===== src/rtl/fifo_wr_arbiter.sv =====
// fifo_wr_arbiter: round-robin burst arbiter multiplexing requesters onto a FIFO write port
module fifo_wr_arbiter #(
  parameter int NUM_REQ = 4,
  parameter int DATA_WIDTH = 8,
  parameter int MAX_BURST = 4
) (
  input  logic                          clk,
  input  logic                          rst,
  input  logic [NUM_REQ-1:0]            req_valid,
  input  logic [NUM_REQ*DATA_WIDTH-1:0] req_data,
  output logic [NUM_REQ-1:0]            req_ready,
  input  logic                          full,
  output logic                          w_en,
  output logic [DATA_WIDTH-1:0]         data_in,
  output logic [$clog2(NUM_REQ)-1:0]    grant_id,
  output logic                          busy
);
  localparam int ID_W = $clog2(NUM_REQ);
  typedef enum logic {IDLE, GRANT} state_t;
  state_t state, state_nx;
  logic [ID_W-1:0] owner, owner_nx, rr_ptr, rr_ptr_nx, pick, idx, own_inc, sel;
  logic [3:0] beat_cnt, beat_cnt_nx;
  logic own_valid, beat, done;
  always_comb begin
    pick = rr_ptr;
    idx = rr_ptr;
    for (int i = NUM_REQ - 1; i >= 0; i--) begin
      idx = ID_W'((int'(rr_ptr) + i) % NUM_REQ);
      if (req_valid[idx]) pick = idx;
    end
  end
  assign own_inc = (owner == ID_W'(NUM_REQ - 1)) ? '0 : owner + 1'b1;
  assign own_valid = req_valid[owner];
  assign beat = (state == GRANT) && own_valid && !full;
  assign done = beat && (beat_cnt + 4'd1 == 4'(MAX_BURST));
  always_comb begin
    state_nx = state;
    owner_nx = owner;
    rr_ptr_nx = rr_ptr;
    beat_cnt_nx = beat_cnt;
    if (state == IDLE) begin
      if (|req_valid) begin
        state_nx = GRANT;
        owner_nx = pick;
        beat_cnt_nx = '0;
      end
    end else if (!own_valid || done) begin
      state_nx = IDLE;
      rr_ptr_nx = own_inc;
    end else if (beat) begin
      beat_cnt_nx = beat_cnt + 4'd1;
    end
  end
  always_ff @(posedge clk) begin
    if (rst) begin
      state <= IDLE;
      owner <= '0;
      rr_ptr <= '0;
      beat_cnt <= '0;
    end else begin
      state <= state_nx;
      owner <= owner_nx;
      rr_ptr <= rr_ptr_nx;
      beat_cnt <= beat_cnt_nx;
    end
  end
  assign busy = (state == GRANT) && !rst;
  assign w_en = beat && !rst;
  assign sel = rst ? '0 : owner;
  assign grant_id = sel;
  assign req_ready = (busy && !full) ? NUM_REQ'(1) << owner : '0;
  assign data_in = req_data[int'(sel)*DATA_WIDTH +: DATA_WIDTH];
endmodule


===== config.mk =====
export PLATFORM = sky130hd
export DESIGN_NAME = fifo_wr_arbiter
export DESIGN_NICKNAME = d
export VERILOG_FILES = /design/src/rtl/fifo_wr_arbiter.sv
export SDC_FILE = /design/constraint.sdc
export NUM_CORES = 1
export LEC_CHECK = 0
export BUFFER_PORTS_ARGS = -buffer_cell sky130_fd_sc_hd__buf_2
export CORE_ASPECT_RATIO = 0.9
export CORE_MARGIN = 5
export CORE_UTILIZATION = 45
export CTS_BUF_LIST = sky130_fd_sc_hd__clkbuf_4 sky130_fd_sc_hd__clkbuf_8 sky130_fd_sc_hd__clkbuf_16
export DETAILED_ROUTE_END_ITERATION = 10
export GPL_TIMING_DRIVEN = 0
export PLACE_DENSITY = 0.91
export SETUP_SLACK_MARGIN = 0.02
export SYNTH_ARGS = -nofsm -noshare
export SYNTH_HDL_FRONTEND = slang
export SYNTH_SLANG_ARGS = --single-unit

===== constraint.sdc =====
create_clock -name clk -period 4.8 [get_ports clk]
set_clock_uncertainty 0.05 [all_clocks]
set_input_delay 1.2 -clock clk [delete_from_list [all_inputs] [get_ports clk]]
set_output_delay 1.2 -clock clk [all_outputs]
set_load 0.02 [all_outputs]

Yosys cells after proc, flatten, opt, wreduce, memory -nomap -nowiden
Cells that the tools add are included.
{ "word_totals": {"word_cells": 60, "regBits": 9} }
{ "classes": {"reduce_logical": 15, "muxes": 24, "n_lt_le_gt_ge": 5, "n_eq_ne": 4, "shifts": 2, "n_addsub": 5, "bitwise_logic": 1} }
{ "ops": {"columns": ["cell", "count"], "rows": [
  ["$shiftx A32 B6 Y8", 1],
  ["$mux W4", 5],
  ["$lt A2 B3 Y1 const B", 5],
  ["$mux W2", 6],
  ["$bmux W1 S2", 5],
  ["$mux W1", 8],
  ["$logic_and A1 B1 Y1", 6],
  ["$add A2 B1 Y2 const B", 2],
  ["$add A2 B2 Y2 const B", 2],
  ["$add A4 B1 Y4 const B", 1],
  ["$eq A4 B3 Y1 const B", 1],
  ["$reduce_and A2 Y1", 2],
  ["$reduce_or A4 Y1", 1],
  ["$shl A1 B2 Y4 const A", 1],
  ["$logic_not A1 Y1", 3],
  ["$reduce_and A3 Y1", 1],
  ["$eq A2 B2 Y1 const B", 1],
  ["$ne A2 B1 Y1 const B", 1],
  ["$ne A2 B2 Y1 const B", 1],
  ["$reduce_bool A2 Y1", 1],
  ["$logic_or A1 B1 Y1", 1],
  ["$not A1 Y1", 1]
]} }

Longest topological paths before layout
{ "logic_depth": {"ltp_word": 8, "mapped_depth": 5, "depth_no_buf": 5} }

Worst setup path after synthesis
OpenSTA, ideal clock, no wires.
{ "synth_path": {"path_kind": "input-to-output", "startpoint": "input port rst", "endpoint": "output port data_in[0]", "path_stages": 3, "slack_ns": 1.165, "path_buffers": 1, "t_arrival_ns": 2.385, "cell_sequence": "clkbuf_1 -> nor2_2 -> mux2i_1"} }
{ "synth_between": {"elab_chain_len": 2} }
{ "synth_rtl": {"columns": ["element", "line", "text"], "rows": [
  ["start: declaration", "8", "input logic rst,"],
  ["$mux W2", "69", "assign sel = rst ? '0 : owner;"],
  ["via grant_id[1]", "15", "output logic [$clog2(NUM_REQ)-1:0] grant_id,"],
  ["$shiftx A32 B6 Y8", "72", "assign data_in = req_data[int'(sel)*DATA_WIDTH +: DATA_WIDTH];"],
  ["end: declaration", "14", "output logic [DATA_WIDTH-1:0] data_in,"]
]} }
The timed path passes the listed nets, and every way through them passes these cells.

Worst setup path in the final report
{ "layout_path": {"startpoint": "input port rst", "endpoint": "output port data_in[4]"} }
{ "layout_between": {"elab_chain_len": 2} }
{ "layout_rtl": {"columns": ["element", "line"], "rows": [
  ["$mux W2", "69"],
  ["$shiftx A32 B6 Y8", "72"]
]} }
No other way between the ends.

==> flow_summary.json <==
{
  "crit-reg2reg-launch": "beat_cnt[0]",
  "drv_cap": 0,
  "io_pins": 55,
  "worstMarginPinSlew_ns": 0.6456,
  "num_vias": 1046,
  "power.leakage_nw": 0.5915,
  "drc": 0,
  "cpMaxStageDelayCell": "nor2_2",
  "busiest_layer": "met2",
  "async_flop_share": 0,
  "critPathKind": "in -> out",
  "hold_viol": 0,
  "avgSynthCellArea_um2": 8.831,
  "grt_pass1_vias": 1052,
  "drt_wl_total_um": 2718,
  "min_path_type": "reg -> reg",
  "max-clock-path-buffers": 2,
  "met1_usage": 0.1732,
  "rows": 15,
  "synth_cell_types": 36,
  "finalPower_mw": 0.2421,
  "grt_pass1_wl_um": 4312,
  "synth.ff_latch_count": 9,
  "synth_ff_type": "dfxtp_1",
  "synth_simple_gate_area_frac": 0.2248,
  "grt_max_degree": 11,
  "startpoint_type": "input port",
  "via_per_inst": 5.594,
  "ir_worst_vdd_mv": 0.1947,
  "cts_inserted_buffers": 3,
  "initial_core_util": 0.4751,
  "place_ws_ns": 1.006,
  "synth_top_family_by_area": "multiplexers",
  "regArea_um2": 180.2,
  "use_met2": 0.3590,
  "core-area_um2": 1933,
  "ant_nets": 0,
  "cp_common_cell": "buf_2",
  "cts_max_level": 1,
  "crit_path_end_kind": "output port",
  "fin_nets": 207,
  "cts.sinks": 9,
  "yosys.area.top_type_share": 0.2943,
  "synth_edf_count": 0,
  "synth_compound_area_frac": 0.1499,
  "drt_iter0_markers": 16,
  "yosysMostFrequentCell": "mux2i_1",
  "min_period_ns": 3.773,
  "tritoncts": "done",
  "worstPathArrival_ns": 2.52,
  "num-fill-cells": 170,
  "seq_area_frac_synth": 0.1962,
  "cpPeakStageDelay_ns": 0.50,
  "dp.cells": 183,
  "status": "complete, no violations",
  "crit_chain": "buf_2 > clkbuf_1 > nor2_2 > mux2i_1 > buf_2",
  "startpoint": "rst",
  "cts_setup_buffers": 0,
  "dr.pass1.iters": 4,
  "gp_congestion": 0.7943,
  "setup_viol": 0,
  "synth_cells": 104,
  "synthTopCellsByArea": "mux2i_1 (29%), dfxtp_1 (20%), ha_1 (6.8%)",
  "area.growth.synth_to_final_pct": 36.10,
  "numPortBuffers": 54,
  "drv_slew": 0,
  "grt_overflow": 0,
  "slew-limit-headroom": 0.5696,
  "timing.final.crit_share": 0.7860,
  "syn-num-nets": 148,
  "critical_path.max_fanout": 10,
  "cts.root.buffer_cell": "clkbuf_4",
  "antenna_found_initial": 0,
  "netlist_area_um2": 918.4,
  "synthMuxAreaShare": 0.3188,
  "cp.required_ns": 3.55,
  "min_from": "beat_cnt[2]",
  "whs_path_depth": 2,
  "drive_gt1_frac": 0.4074,
  "power_density_nw_per_um2": 193.7,
  "rsz0062_at_grt": "no",
  "ys_warn_count": 0,
  "die-area_um2": 3046,
  "hold_slack_ns": 0.4750,
  "setup_ws_ns": 1.027,
  "met3_usage": 0.07561,
  "track_usage": 0.1822,
  "dp_hpwl_um": 2324,
  "n_antenna_cell": 0,
  "fmax_ghz": 0.2650,
  "wl_per_cell_um": 14.53,
  "yosys.area_share.adder": 0.06812,
  "clk_pin_slew_ns": 0.07,
  "synthTopCellsByCount": "mux2i_1 (27), dfxtp_1 (9), nor2_1 (7)",
  "cts_hold_buf": 0,
  "chipWidth_um": 57.62,
  "cts_resized": 0,
  "multiInputGateArea_um2": 699.4,
  "yosysTopAreaCell": "mux2i_1",
  "die_h_um": 52.86,
  "clock_latency_ns": 0.27,
  "r2r.worst_path.cells": 5,
  "synth-xor-area-share": 0,
  "setup_tns_ns": 0,
  "final_cells": 187
}
## stage by stage
stage,util,instance area (um^2)
2_1_floorplan,-,918.4
3_3_place_gp,0.6311,1220
3_5_place_dp,0.6311,1220
4_1_cts,0.6466,1250
5_1_grt,0.6466,1250
6_report,0.6466,1250
## worst paths after layout
| kind | slack, ns | end |
|---|---|---|
| setup reg to reg | 2.99 | rr_ptr[0] |
| hold reg to reg | 0.47 | beat_cnt[2] |
| setup / recovery | 1.03 | data_in[4] |
| hold / removal | 0.47 | beat_cnt[2] |
## cell usage in the layout, fill, tap and decap left out, drive strengths merged, types with 2 or more instances in the layout
master | netlist | layout
buf | 2 | 56
and2 | 5 | 5
ha | 5 | 5
o211ai | 2 | 2
nor2 | 9 | 9
nor2b | 4 | 4
nand2 | 2 | 2
dfxtp | 9 | 9
inv | 6 | 6
and3 | 2 | 2
a31oi | 2 | 2
clkbuf | 2 | 6
a21oi | 3 | 3
mux2i | 27 | 27
a211o | 2 | 2
nand3 | 4 | 4
## routing by layer
metal | part of all wire | wire length [um]
met5 | 0 | 0
met4 | 0.013 | 36
met2 | 0.53 | 1431
met1 | 0.36 | 975
met3 | 0.10 | 275
## final cells by class
class | count | share of cell area
well taps | 25 | 0.02503
flip-flops and latches | 9 | 0.1441
repair buffers | 54 | 0.2162
inverters | 6 | 0.01802
multi-input cells | 85 | 0.5596
clock buffers | 4 | 0.02402
plain buffers | 4 | 0.01301
## cells by family after synthesis
kind of cell,count (synthesis)
multiplexers,28
flip-flops,9
AND/OR/NAND/NOR,35
adder cells (fa/ha/maj),5
buffers and inverters,10
AO/OA/AOI/OAI,17
## state kept, by name, indices dropped and copies added (netlist names)
| name | count |
|---|---|
| beat_cnt | 4 |
| owner | 2 |
| state | 1 |
| rr_ptr | 2 |
## where the power goes
group	leakage [nW]	total, mW	switching (mW)	internal, mW
combinational	0.500	0.0914	0.0497	0.0417
clock	0.0184	0.0685	0.0307	0.0378
sequential	0.0733	0.0822	0.00395	0.0783
## critical path, delay by kind of cell
kind                   cells  cell delay [ns]
buffers and inverters      3             0.54
AND/OR/NAND/NOR            1             0.50
multiplexers               1             0.27
(Power assumes the default switching activity.)
